`src/rtl/sinc_burst_controller.sv`:
```
// sinc_burst_controller: burst sequencer and pulse counter for the HFSWR sinc generator.
// Optional: define CFG_LIVE_UPDATE_EN to accept T/PRT updates mid-burst at period boundaries.
module sinc_burst_controller #(
  parameter int CNT_W   = 16,
  parameter int MIN_PRT = 4
) (
  input  logic             clk,
  input  logic             rst,
  input  logic             cfg_we,
  input  logic [1:0]       cfg_addr,
  input  logic [31:0]      cfg_wdata,
  input  logic             cmd_start,
  input  logic             cmd_stop,
  input  logic             sinc_in,
  output logic             gen_start,
  output logic [31:0]      gen_T,
  output logic [31:0]      gen_PRT,
  output logic             busy,
  output logic             done,
  output logic             aborted,
  output logic             cfg_err,
  output logic [CNT_W-1:0] pulse_cnt
);

  typedef enum logic [1:0] {IDLE, ARM, RUN} state_t;

  state_t state, state_nx;

  logic [31:0]      s_t;
  logic [31:0]      s_prt;
  logic [CNT_W-1:0] s_n;
  logic [CNT_W-1:0] n_act;
  logic             sinc_d;
  logic [31:0]      pc;

  logic rise, bnd, cfg_ok;
  logic accept, reject, stop, finish;
  logic shadow_we, cfg_drop, live_upd, live_bad;

  assign rise   = sinc_in & ~sinc_d;
  // B fires two cycles before the generator's wrap cycle
  assign bnd    = (pc == gen_PRT - 32'd3);
  assign cfg_ok = (s_t != 32'd0) &&
                  (s_prt >= 32'(MIN_PRT)) &&
                  (s_t < s_prt);

  always_ff @(posedge clk or negedge rst) begin
    if (!rst) state <= IDLE;
    else      state <= state_nx;
  end

  always_comb begin
    state_nx = state;
    accept   = 1'b0;
    reject   = 1'b0;
    stop     = 1'b0;
    finish   = 1'b0;
    unique case (state)
      IDLE: begin
        if (cmd_start && !cmd_stop) begin
          if (cfg_ok) begin
            accept   = 1'b1;
            state_nx = ARM;
          end else begin
            reject   = 1'b1;
          end
        end
      end
      ARM: begin
        if (cmd_stop) begin
          stop     = 1'b1;
          state_nx = IDLE;
        end else begin
          state_nx = RUN;
        end
      end
      RUN: begin
        if (cmd_stop) begin
          stop     = 1'b1;
          state_nx = IDLE;
        end else if (bnd && n_act != '0 &&
                     pulse_cnt == n_act) begin
          finish   = 1'b1;
          state_nx = IDLE;
        end
      end
      default: state_nx = IDLE;
    endcase
  end

`ifdef CFG_LIVE_UPDATE_EN
  logic pend;
  logic at_b;

  assign shadow_we = cfg_we;
  assign cfg_drop  = 1'b0;
  assign at_b      = (state == RUN) && bnd && pend &&
                     !stop && !finish;
  assign live_upd  = at_b && cfg_ok;
  assign live_bad  = at_b && !cfg_ok;

  // a write landing on the update cycle stays pending
  always_ff @(posedge clk or negedge rst) begin
    if (!rst)                    pend <= 1'b0;
    else if (cfg_we && busy)     pend <= 1'b1;
    else if (live_upd || accept) pend <= 1'b0;
  end
`else
  assign shadow_we = cfg_we & ~busy;
  assign cfg_drop  = cfg_we & busy;
  assign live_upd  = 1'b0;
  assign live_bad  = 1'b0;
`endif

  always_ff @(posedge clk or negedge rst) begin
    if (!rst) begin
      s_t       <= '0;
      s_prt     <= '0;
      s_n       <= '0;
      n_act     <= '0;
      sinc_d    <= 1'b0;
      pc        <= '0;
      gen_start <= 1'b0;
      gen_T     <= '0;
      gen_PRT   <= '0;
      busy      <= 1'b0;
      done      <= 1'b0;
      aborted   <= 1'b0;
      cfg_err   <= 1'b0;
      pulse_cnt <= '0;
    end else begin
      sinc_d  <= sinc_in;
      done    <= finish;
      aborted <= stop;

      if (rise)                      pc <= '0;
      else if (pc != 32'hFFFF_FFFF)  pc <= pc + 32'd1;

      if (shadow_we) begin
        case (cfg_addr)
          2'd0:    s_t   <= cfg_wdata;
          2'd1:    s_prt <= cfg_wdata;
          2'd2:    s_n   <= cfg_wdata[CNT_W-1:0];
          default: ;
        endcase
      end

      if (accept) begin
        gen_T     <= s_t;
        gen_PRT   <= s_prt;
        n_act     <= s_n;
        busy      <= 1'b1;
        pulse_cnt <= '0;
        cfg_err   <= 1'b0;
      end else if (state == RUN && rise && !cmd_stop) begin
        pulse_cnt <= pulse_cnt + 1'b1;
      end

      if (live_upd) begin
        gen_T   <= s_t;
        gen_PRT <= s_prt;
        n_act   <= s_n;
      end

      if (state == ARM && !cmd_stop) gen_start <= 1'b1;

      if (stop || finish) begin
        gen_start <= 1'b0;
        busy      <= 1'b0;
      end

      if (reject || cfg_drop || live_bad) cfg_err <= 1'b1;
    end
  end

endmodule
```
`config.mk`:
```
export PLATFORM = sky130hd
export DESIGN_NAME = sinc_burst_controller
export DESIGN_NICKNAME = d
export VERILOG_FILES = /design/src/rtl/sinc_burst_controller.sv
export SDC_FILE = /design/constraint.sdc
export NUM_CORES = 1
export LEC_CHECK = 0
export BUFFER_PORTS_ARGS = -buffer_cell sky130_fd_sc_hd__buf_2
export CORE_UTILIZATION = 55
export DETAILED_ROUTE_END_ITERATION = 12
export PLACE_DENSITY = 0.84
export RECOVER_POWER = 100
export SLEW_MARGIN = 5
export SYNTH_ARGS = -nofsm -noshare
export SYNTH_HDL_FRONTEND = slang
export SYNTH_SLANG_ARGS = --single-unit
```
`constraint.sdc`:
```
create_clock -name clk -period 4.6 [get_ports clk]
set_clock_uncertainty 0.1 [all_clocks]
set_input_delay 0.23 -clock clk [delete_from_list [all_inputs] [get_ports clk]]
set_output_delay 0.23 -clock clk [all_outputs]
set_load 0.01 [all_outputs]
```
== Word level (Yosys, flattened, before mapping) ==
Cells that the tools add are included.
Storage, ports and cells
  register bits: 216
  output and inout port bits: 85
Operators by class
  add/sub/neg operators: 3
  order comparisons: 2
  equality and inequality tests: 10
  mux-type cells: 27
  bitwise logic cells: 5
  reduce and logical (&&, ||, !) cells: 25
Operator list (count)
  32-bit two-way mux: 2
  32-bit by 1-bit adder with 32-bit output, second input constant: 1
  32-bit == test: 1
  32-bit by 3-bit >= comparator with 1-bit output, second input constant: 1
  32-bit less-than comparator: 1
  16-bit two-way mux: 2
  32-bit != test, second input constant: 1
  32-bit nonzero test: 1
  32-bit by 2-bit subtractor with 32-bit output, second input constant: 1
  1-bit two-way mux: 17
  16-bit by 1-bit adder with 16-bit output, second input constant: 1
  16-bit == test: 1
  16-bit nonzero test: 1
  2-bit two-way mux: 5
  2-bit nonzero test: 5
  1-bit logical AND: 8
  2-bit case mux with 3 select lines: 1
  2-bit AND reduction: 3
  2-bit by 1-bit == test with 1-bit output, second input constant: 2
  2-bit == test, second input constant: 2
  2-bit zero test: 2
  2-bit != test, second input constant: 2
  1-bit AND: 3
  3-bit != test, second input constant: 1
  other kinds (5): 7

== Longest topological paths before layout ==
Gate-level depths: netlist (run 1).
  word-level depth: 9
  mapped depth: 14
  mapped depth without buffers: 11

== Least setup slack after synthesis (run 1) ==
No wires, ideal clock.
  path type: register to register
  start: register gen_PRT[0]
  end: register state[1]
  library setup time: 0.068 ns
  arrival time: 3.043 ns
  required time: 4.432 ns
  setup slack: 1.389 ns
  cell stages (with the launch flop): 10
  path buffers: 0
  period minus slack after synthesis: 3.211 ns
  path through: dfrtp_1 > ha_1 > nor3_4 > nand4_1 > or2_2 > a2111oi_2 > nand4_1 > or4_4 > a2111o_1 > nand3_1
Between the ends
  word-level cells in the longest chain between the ends: 6
RTL lines
  from (decl): RTL line 17  | output logic [31:0] gen_PRT,
  from (signal assigned): RTL line 150  | gen_PRT <= s_prt;
  from (signal assigned): RTL line 161  | gen_PRT <= s_prt;
  32-bit by 2-bit subtractor with 32-bit output: RTL line 42  | assign bnd = (pc == gen_PRT - 32'd3);
  32-bit == test: RTL line 42
  1-bit logical AND (2 in series): RTL line 81  | end else if (bnd && n_act != '0 &&
  3-bit != test (no source line)
  3-bit AND reduction (no source line)
  to (signal assigned): RTL line 49  | else state <= state_nx;
  to (decl): RTL line 27  | state_t state, state_nx;
Every way passes these cells.
A chain may end at the register's enable or synchronous reset.

== Worst setup path after layout (run 1) ==
  start: register gen_PRT[9]
  end: register state[1]
The elaborated chain is that of the path after synthesis.

==> summary.txt, run 1 <==
Synth
  • Number of enable-type register cells in the synthesized netlist: 0
  • Synthesized-area fraction occupied by and/or/nand/nor cells: 15.13%
  • Adder-cell share of the synthesized area: 4.265%
  • Syn Std Cell Area: 10860 µm²
  • Number of storage elements in the synthesis netlist: 216
  • Number of warnings issued by yosys: 0
  • Compound-Gate Fraction of Synth Area: 5.867%
  • Number of distinct standard cells referenced by the synthesized netlist: 58
  • Xor/xnor share of the synthesized area: 8.230%
  • Combinational family with the most area after synthesis: simple AND/OR/NAND/NOR gates
  • Mux share of post-synthesis cell area: 13.85%
  • Share of flip-flops with an asynchronous set or reset after synthesis: 100.0%
  • Sequential fraction of the synthesis area: 49.79%
  • Instance count of the mapped netlist: 963
  • Mean cell area of the mapped netlist: 11.27 µm²
  • Post-Synthesis Net Count: 1040
  • Predominant post-synthesis flop cell: dfrtp_1

STA
  • Fin Hold WS: 0.2799 ns
  • Period Utilization, post-route: 84.90%
  • Final Hold Violating Endpoints: 0
  • Relative slew slack: -126.3%
  • Final number of max-transition violations: 167
  • Total negative setup slack: 0 ns
  • Max frequency: 0.2561 GHz
  • Unrepaired setup endpoints after global routing: no
  • Count of final setup violators: 0
  • Final worst path period need: 3.905 ns
  • Transition time at the pin with the least slew margin: 3.348 ns

Layout
  • Leading cell types in the layout, fill and taps excluded: 216 x dfrtp_1, 121 x mux2_2, 90 x clkbuf_1
  • Most frequent standard cell in the layout excluding fill and tap cells: dfrtp_1
  • Final standard cell count with taps included and fillers excluded: 1400
  • Fin nets: 1198
  • Diodes inserted: 0
  • Share of final-layout standard cells stronger than drive strength 1: 19.38%
  • Layout overhead on the synthesized area: 17.17%

GRT
  • Vias in the first global route: 8097
  • Pin count of the biggest net entering global routing: 118
  • Antenna violations before repair: 0
  • GRT Resource Usage Total: 27.69%
  • Congestion Overflow GR: 0
  • Wire length of the first global-routing pass: 43610 µm

Power
  • Power density over the cells: 659.3 nW/µm²
  • Static leakage: 5.442 nW
  • Sequential Power Share: 43.1%
  • Peak VDD IR: 0.4215 mV
  • Portion of total power attributed to the clock network: 22.1%
  • Combinational Power Share: 34.7%
  • Fraction of power spent switching nets: 38.53%
  • P_int: 0.005155 W
  • Net switching power: 0.003231 W

Die
  • Number of ports placed on the die boundary: 125
  • Die W: 142.5 µm
  • Die Height: 142.5 µm
  • Core outline area: 19400 µm²
  • Initial Utilization: 55.96%
  • Number of rows created at floorplan: 51
  • Area of the die: 20300 µm²

Setup path
  • Capturing element type of the critical path: register
  • Critical Path AT: 4.25 ns
  • CP most frequent cell: nand3_1
  • Critical Path Fanout Max: 10
  • Longest individual stage delay on the worst path: 0.75 ns
  • Startpoint-to-endpoint class of the critical path: reg2reg
  • Startpoint class of the critical path: register
  • Cell class contributing the biggest share of worst-path delay: simple AND/OR/NAND/NOR gates
  • Worst path slowest cell: nor4_1
  • Crit path buf inv count: 0
  • Critical Path, Cell by Cell: nor4_1, nand4_4, nor4_2, nand3_1, a2111oi_4, nand4_1, or4_1, a2111o_1, nand3_1
  • Worst path required time: 4.94 ns

Drt
  • Routed length on met2: 12960 µm
  • Antenna Violating Nets Remaining: 0
  • DR top layer: met4
  • Met3 WL post-DR: 1540 µm
  • Number of remaining DRC errors: 0
  • Post-detailed-routing wire length: 27320 µm
  • Via-per-instance ratio: 5.898
  • Number of vias after detailed routing: 8257
  • Post-route met1 wirelength: 11670 µm
  • Detailed-router iteration count before antenna repair: 6
  • Count of routing violations after the opening detailed-route iteration: 571
  • Average routed wire per standard cell: 19.51 µm

Clock tree
  • CTS Root Cell: clkbuf_16
  • Skew-Pair Late Insertion Delay: 0.51 ns
  • H-tree depth: 1
  • Reg clk slew, reported paths: 0.07 ns
  • Number of buffers on the longest clock path: 3
  • Clock tree from TritonCTS: built
  • Number of buffers inserted during clock tree synthesis: 23
  • Total number of clock tree sinks: 216

Run status
  • Outcome: finished, violations left
  • Violations in the final reports: max-capacitance violations, max-slew violations

Place
  • Post-placement cell count: 1324
  • Final estimated routing congestion in global placement: 0.9352
  • Port Buf Inserts: 124
  • Post-detailed-placement half-perimeter wirelength: 18840 µm

Min path
  • Kind of path behind the tightest hold check: in2reg

Job
  • MaxCap Viol Count: 3
[routing by layer]
layer / vias up / global-route usage, %
li1: 3745 / -
met4: 0 / 11.66
met3: 82 / 3.937
met2: 325 / 44.87
met5: - / 0
met1: 4105 / 37.43
[power groups by stage]
stage                     clock network [W]  logic (W)  registers, W
after global placement                    0    0.00278       0.00355
after CTS                           0.00186    0.00298       0.00357
after floorplan                           0    0.00200       0.00338
after detailed placement                  0    0.00291       0.00359
final                               0.00186    0.00291       0.00362
after global routing                0.00195    0.00320       0.00369
[sequential cells by signal, indices dropped and copies added (netlist names)]
signal	count
pc	32
gen_PRT	32
s_prt	32
gen_start	1
s_n	16
sinc_d	1
state	2
gen_T	32
done	1
busy	1
s_t	32
pulse_cnt	16
n_act	16
aborted	1
cfg_err	1
[what timing repair did]
item | in CTS | in global routing
hold buffers | 37 | 0
gates resized for setup | 0 | 0
endpoints found under the hold margin | 199 | 0
buffers inserted | 0 | 0
[stage by stage]
| stage | util (%) | worst slack [ns] | total power [W] | cell area, µm² |
|---|---|---|---|---|
| finish | 65.57 | 0.6948 | 0.008386 | 12720 |
| detailed placement | 60.74 | 1.118 | 0.006500 | 11780 |
| global route | 65.57 | 0.4299 | 0.008841 | 12720 |
| global placement | 60.74 | 1.230 | 0.006330 | 11780 |
| CTS | 66.52 | 1.089 | 0.008409 | 12900 |
| floorplan | - | 1.389 | 0.005380 | 10860 |
[synthesized netlist by cell type, types with 4 or more instances]
cell type | n | area, µm²
nor3_1 | 15 | 75.07
nand4_1 | 28 | 175.2
or3_1 | 7 | 43.79
and4_1 | 5 | 43.79
nor2_1 | 74 | 277.8
a21o_1 | 8 | 60.06
and3_1 | 8 | 50.05
xnor2_1 | 48 | 420.4
nand2_1 | 55 | 206.5
mux2_2 | 130 | 1464
mux2i_1 | 4 | 40.04
nand2b_1 | 8 | 50.05
a21oi_1 | 18 | 90.09
dfrtp_1 | 216 | 5405
buf_2 | 5 | 25.02
nand3_1 | 24 | 120.1
nor4_1 | 28 | 175.2
xor2_1 | 54 | 473.0
and2_1 | 7 | 43.79
clkbuf_1 | 27 | 101.4
inv_1 | 42 | 157.7
o21ai_0 | 43 | 215.2
ha_1 | 37 | 462.9
nor4b_1 | 5 | 43.79
nor2b_1 | 9 | 56.30
[final timing paths]
kind                                   startpoint  depth (start not counted)  slack, ns                        end
min in group asynchronous                     rst                          2       1.11  pulse_cnt[13]$_DFFE_PN0P_
max in group asynchronous                     rst                          2       1.63         s_t[0]$_DFFE_PN0P_
min reg2reg                   s_n[12]$_DFFE_PN0P_                          1       0.40        s_n[12]$_DFFE_PN0P_
max reg2reg                gen_PRT[9]$_DFFE_PN0P_                          9       0.69       state[1]$_DFFE_PN0P_
min                                     cmd_start                          6       0.28       state[0]$_DFFE_PN0P_
max                        gen_PRT[9]$_DFFE_PN0P_                          9       0.69       state[1]$_DFFE_PN0P_
[worst reg2reg max path, cell delays in order, from the launching register on]
cell	delay [ns]
dfrtp_1	0.52
nor4_1	0.75
nand4_4	0.27
nor4_2	0.31
nand3_1	0.16
a2111oi_4	0.45
nand4_1	0.19
or4_1	0.52
a2111o_1	0.47
nand3_1	0.10
[cells by family (layout without fill, tap and decap cells)]
kind of cell    after synthesis  count (layout)
compound gates               99              99
xor+xnor                    102             102
fa+ha+maj                    37              37
buf+inv                      77             249
flops                       216             216
mux                         134             134
simple gates                298             298
[final cells by class]
class | count | area (µm²)
Clock buffer | 28 | 634.4
Fill cell | 1449 | 6679
Tap cell | 265 | 331.6
Inverter | 42 | 157.7
Timing Repair Buffer | 168 | 947.2
Multi-Input combinational cell | 670 | 5126
Sequential cell | 216 | 5405
Clock inverter | 11 | 117.6
Note: power is estimated with default switching activity, not from simulation.
==> inputs of run 2 (changes only) <==
==> constraint.sdc (replaced) <==
create_clock -name clk -period 3.85 [get_ports clk]
set_clock_uncertainty 0.1 [all_clocks]
set_input_delay 0.1925 -clock clk [delete_from_list [all_inputs] [get_ports clk]]
set_output_delay 0.1925 -clock clk [all_outputs]
set_load 0.01 [all_outputs]
==> summary.txt, run 2 (synthesis results as in run 1) <==
Die
  • Die Height: 142.5 µm
  • Area of the die: 20300 µm²
  • Initial Utilization: 55.96%
  • Number of rows created at floorplan: 51
  • Number of ports placed on the die boundary: 125
  • Core outline area: 19400 µm²
  • Die W: 142.5 µm

Power
  • Static leakage: 5.498 nW
  • Peak VDD IR: 0.4880 mV
  • Power density over the cells: 800.0 nW/µm²

Layout
  • Number of filler cells placed in the layout: 1471
  • Share of final-layout standard cells stronger than drive strength 1: 19.75%
  • Layout overhead on the synthesized area: 18.30%
  • Leading cell types in the layout, fill and taps excluded: 216 x dfrtp_1, 125 x mux2_2, 93 x clkbuf_1
  • Diodes inserted: 0
  • Most frequent standard cell in the layout excluding fill and tap cells: dfrtp_1
  • Fin nets: 1201

Clock tree
  • Total number of clock tree sinks: 216
  • Number of resized instances in the post-cts repair step: 0
  • Skew-Pair Late Insertion Delay: 0.52 ns
  • Clock tree from TritonCTS: built
  • Number of buffers added for setup after CTS: 0
  • Number of buffers inserted by hold repair at cts: 37
  • H-tree depth: 1
  • Number of buffers on the longest clock path: 3
  • CTS Root Cell: clkbuf_16
  • Reg clk slew, reported paths: 0.07 ns
  • Number of buffers inserted during clock tree synthesis: 23

STA
  • Final Hold Violating Endpoints: 0
  • Period Utilization, post-route: 95.12%
  • Transition time at the pin with the least slew margin: 2.881 ns
  • Final number of max-transition violations: 114
  • Max frequency: 0.2731 GHz
  • Relative slew slack: -92.07%
  • Unrepaired setup endpoints after global routing: no
  • Fin Hold WS: 0.1828 ns
  • Count of final setup violators: 0
  • Final worst path period need: 3.662 ns
  • Total negative setup slack: 0 ns

Setup path
  • Reg2Reg Setup Slack: 0.19 ns
  • CP most frequent cell: nand3_1
  • Critical Path AT: 4.02 ns
  • Capturing element type of the critical path: register
  • Critical Path, Cell by Cell: a211oi_1, nand4_4, nor4_2, nand3_1, a2111oi_4, nand4_1, or4_1, a2111o_1, nand3_1
  • Worst path required time: 4.20 ns
  • Startpoint class of the critical path: register
  • Critical Path Fanout Max: 10
  • Worst path slowest cell: a211oi_1
  • Reg2Reg Launch Point: gen_PRT[2]$_DFFE_PN0P_
  • R2r worst-path depth: 9
  • Startpoint-to-endpoint class of the critical path: reg2reg
  • Longest individual stage delay on the worst path: 0.64 ns
  • Destination of the worst register-to-register timing path: state[1]$_DFFE_PN0P_

GRT
  • Antenna violations before repair: 0
  • Congestion Overflow GR: 0
  • GRT Resource Usage Total: 27.86%
  • Wire length of the first global-routing pass: 43980 µm
  • Pin count of the biggest net entering global routing: 105
  • Vias in the first global route: 8170

Drt
  • Number of vias after detailed routing: 8216
  • Detailed-router iteration count before antenna repair: 5
  • Average routed wire per standard cell: 19.63 µm
  • Post-detailed-routing wire length: 27550 µm
  • Antenna Violating Nets Remaining: 0
  • Via-per-instance ratio: 5.852
  • Number of remaining DRC errors: 0
  • Count of routing violations after the opening detailed-route iteration: 620

Run status
  • Outcome: finished, violations left
  • Violations in the final reports: max-capacitance violations, max-slew violations

Min path
  • Hold depth: 3
  • Worst-case hold path end point: s_n[3]$_DFFE_PN0P_
  • Startpoint of the tightest hold check path: cfg_addr[0]
  • Kind of path behind the tightest hold check: in2reg

Place
  • Post-detailed-placement half-perimeter wirelength: 18510 µm
  • Port Buf Inserts: 124
  • Final estimated routing congestion in global placement: 0.8790

Job
  • MaxCap Viol Count: 3
## run 2: changes by cell type in the layout (fill, tap and decap cells not counted), moves of 3 or more
cell       change
mux2_2         +4
clkbuf_1       +3
clkinv_2       -3
bufinv_16      +3
mux2_1         -4
## run 2: metrics by stage
stage          cells  area, µm²  total power, W  setup WS (ns)  util (%)
3_5_place_dp    1327      11810        0.007740         0.4124     60.86
3_3_place_gp    1327      11810        0.007564         0.4841     60.86
5_1_grt         1404      12840         0.01082        0.01274     66.20
2_1_floorplan    963      10860        0.006428         0.6386         -
4_1_cts         1404      13010         0.01029         0.3094     67.05
6_report        1404      12840         0.01027         0.1880     66.20
## run 2: worst max-delay path by stage
| stage | start | endpoint | slack, ns | depth (start not counted) |
|---|---|---|---|---|
| final | gen_PRT[2]$_DFFE_PN0P_ | state[1]$_DFFE_PN0P_ | 0.19 | 9 |
| after global routing | s_prt[5]$_DFFE_PN0P_ | cfg_err$_DFFE_PN0P_ | 0.01 | 11 |
| after CTS | s_prt[5]$_DFFE_PN0P_ | cfg_err$_DFFE_PN0P_ | 0.31 | 11 |
| after detailed placement | gen_PRT[0]$_DFFE_PN0P_ | state[1]$_DFFE_PN0P_ | 0.41 | 9 |
| after global placement | gen_PRT[14]$_DFFE_PN0P_ | state[1]$_DFFE_PN0P_ | 0.48 | 9 |
| after floorplan | gen_PRT[0]$_DFFE_PN0P_ | state[1]$_DFFE_PN0P_ | 0.64 | 9 |
## run 2: worst max-delay path, delay by kind of cell, from the launching register on
| family | cells | cell delay [ns] |
|---|---|---|
| compound gates | 3 | 1.49 |
| flops | 1 | 0.52 |
| simple gates | 6 | 1.48 |
## run 2: final cells by class
cell class	instances	area [µm²]	share of cell area [%]
clock buffers	31	655.6	5.105
multi-input cells	670	5142	40.04
flip-flops and latches	216	5405	42.09
well taps	265	331.6	2.582
inverters	42	157.7	1.228
repair buffers	171	973.4	7.580
clock inverters	9	176.4	1.374
## run 2: power breakdown
part	internal [W]	switching, W	leakage, nW	total [W]
combinational	0.00169	0.00182	2.40	0.00352
sequential	0.00317	0.00114	2.69	0.00431
clock	0.00153	0.000919	0.406	0.00244
## run 2: routing by layer
| layer | track usage [%] | share of wire (%) |
|---|---|---|
| met1 | 37.92 | 43 |
| met2 | 43.58 | 46 |
| met3 | 4.172 | 5.9 |
| met4 | 14.04 | 4.6 |
| met5 | 0 | 0 |
==> inputs of run 3 (changes only) <==
--- a/config.mk
+++ b/config.mk
@@ -6,9 +6,9 @@
 export NUM_CORES = 1
 export LEC_CHECK = 0
 export BUFFER_PORTS_ARGS = -buffer_cell sky130_fd_sc_hd__buf_2
-export CORE_UTILIZATION = 55
+export CORE_UTILIZATION = 30
 export DETAILED_ROUTE_END_ITERATION = 12
-export PLACE_DENSITY = 0.84
+export PLACE_DENSITY = 0.55
 export RECOVER_POWER = 100
 export SLEW_MARGIN = 5
 export SYNTH_ARGS = -nofsm -noshare
==> constraint.sdc (replaced) <==
create_clock -name clk -period 3.8 [get_ports clk]
set_clock_uncertainty 0.1 [all_clocks]
set_input_delay 0.19 -clock clk [delete_from_list [all_inputs] [get_ports clk]]
set_output_delay 0.19 -clock clk [all_outputs]
set_load 0.01 [all_outputs]
==> summary.txt, run 3 (synthesis results as in run 1) <==
Place
  • Post-detailed-placement half-perimeter wirelength: 21280 µm
  • Post-placement worst setup slack: 0.3010 ns
  • Final estimated routing congestion in global placement: 0.8446
  • Port Buf Inserts: 124
  • Post-placement cell count: 1525

STA
  • Relative slew slack: -62.07%
  • Fin worst setup slack: 0.2520 ns
  • Final worst path period need: 3.548 ns
  • Transition time at the pin with the least slew margin: 2.431 ns
  • Max frequency: 0.2818 GHz
  • Final number of max-transition violations: 185
  • Final Hold Violating Endpoints: 0
  • Unrepaired setup endpoints after global routing: no
  • Total negative setup slack: 0 ns
  • Period Utilization, post-route: 93.37%
  • Count of final setup violators: 0

Die
  • Initial Utilization: 30.52%
  • Number of ports placed on the die boundary: 125
  • Die W: 192.2 µm
  • Die Height: 192.2 µm
  • Core outline area: 35570 µm²
  • Area of the die: 36950 µm²
  • Number of rows created at floorplan: 69

Clock tree
  • Number of buffers on the longest clock path: 3
  • CTS Root Cell: clkbuf_16
  • Clock tree from TritonCTS: built
  • Total number of clock tree sinks: 216
  • Skew-Pair Late Insertion Delay: 0.53 ns
  • H-tree depth: 1
  • Number of buffers inserted during clock tree synthesis: 26
  • Number of buffers added for setup after CTS: 0
  • Reg clk slew, reported paths: 0.07 ns

Power
  • Peak VDD IR: 0.3654 mV
  • Power density over the cells: 789.9 nW/µm²
  • Static leakage: 5.521 nW

Setup path
  • Startpoint class of the critical path: register
  • Critical Path AT: 3.92 ns
  • Critical Path Fanout Max: 8
  • Capturing element type of the critical path: register
  • Startpoint-to-endpoint class of the critical path: reg2reg
  • Worst path required time: 4.17 ns

GRT
  • GRT Resource Usage Total: 15.69%
  • Vias in the first global route: 7708
  • Pin count of the biggest net entering global routing: 89
  • GR Layer Usage met1: 22.40%
  • Congestion Overflow GR: 0
  • Busiest metal layer after global routing: met2
  • Met2 routing resource usage after global routing: 23.63%
  • Met3 routing resource usage after global routing: 2.247%
  • Wire length of the first global-routing pass: 44780 µm
  • Antenna violations before repair: 0

Drt
  • Post-detailed-routing wire length: 29220 µm
  • Detailed-router iteration count before antenna repair: 4
  • Antenna Violating Nets Remaining: 0
  • Number of remaining DRC errors: 0
  • Average routed wire per standard cell: 18.17 µm
  • Via-per-instance ratio: 4.930
  • Count of routing violations after the opening detailed-route iteration: 415
  • Number of vias after detailed routing: 7928

Layout
  • Leading cell types in the layout, fill and taps excluded: 216 x dfrtp_1, 130 x mux2_2, 97 x clkbuf_1
  • Layout overhead on the synthesized area: 21.07%
  • Utilization after layout: 36.95%
  • Final standard cell count with taps included and fillers excluded: 1608
  • Fin nets: 1206
  • Share of final-layout standard cells stronger than drive strength 1: 20.66%
  • Most frequent standard cell in the layout excluding fill and tap cells: dfrtp_1
  • Diodes inserted: 0

Run status
  • Outcome: finished, violations left
  • Violations in the final reports: max-capacitance violations, max-slew violations

Job
  • MaxCap Viol Count: 3

Min path
  • Kind of path behind the tightest hold check: in2reg
[run 3: metrics by stage]
stage / power [W] / hold slack, ns / cell area [µm²]
6_report: 0.01038 / 0.1674 / 13140
4_1_cts: 0.01058 / 0.1671 / 13300
2_1_floorplan: 0.006513 / -0.2056 / 10860
3_5_place_dp: 0.007977 / 0.1620 / 12070
5_1_grt: 0.01106 / 0.2230 / 13140
3_3_place_gp: 0.007886 / 0.1638 / 12070
[run 3: worst paths after layout]
kind | start | end | slack (ns) | cells after the start
min reg2reg | s_n[5]$_DFFE_PN0P_ | s_n[5]$_DFFE_PN0P_ | 0.40 | 1
max in group asynchronous | rst | gen_T[4]$_DFFE_PN0P_ | 0.92 | 3
max | gen_PRT[0]$_DFFE_PN0P_ | state[1]$_DFFE_PN0P_ | 0.25 | 9
max reg2reg | gen_PRT[0]$_DFFE_PN0P_ | state[1]$_DFFE_PN0P_ | 0.25 | 9
min | cmd_start | state[0]$_DFFE_PN0P_ | 0.17 | 6
min in group asynchronous | rst | gen_T[20]$_DFFE_PN0P_ | 0.78 | 2
[run 3: final cells by class]
cell class / instances / area (µm²)
clock buffers: 36 / 749.5
flip-flops and latches: 216 / 5405
multi-input cells: 670 / 5162
well taps: 461 / 576.8
inverters: 42 / 157.7
fillers: 3614 / 22430
repair buffers: 173 / 973.4
clock inverters: 10 / 117.6
[run 3: metal layers]
| layer | wire length, µm | part of all wire, % |
|---|---|---|
| met5 | 0 | 0 |
| met4 | 1073 | 3.7 |
| met3 | 967 | 3.3 |
| met2 | 13090 | 45 |
| met1 | 14090 | 48 |
[run 3: repair_timing]
action                                  CTS  global route
resized for setup                         0             1
endpoints found under the setup margin    0             1
endpoints found under the hold margin   171             0
hold buffers                             37             0
[run 3: worst max-delay path, stage by stage, from the launching register on]
cell	delay [ns]
dfrtp_1	0.48
ha_1	0.33
nor3_4	0.34
nand4_1	0.23
or2_2	0.36
a2111oi_2	0.45
nand4_1	0.20
or4_1	0.49
a2111o_1	0.43
nand3_1	0.08
[run 3: where the power goes]
part	switching, W	total, W	internal (W)	leakage, nW
Clock	0.00100	0.00252	0.00151	0.424
Sequential	0.00114	0.00436	0.00322	2.69
Combinational	0.00179	0.00351	0.00172	2.41
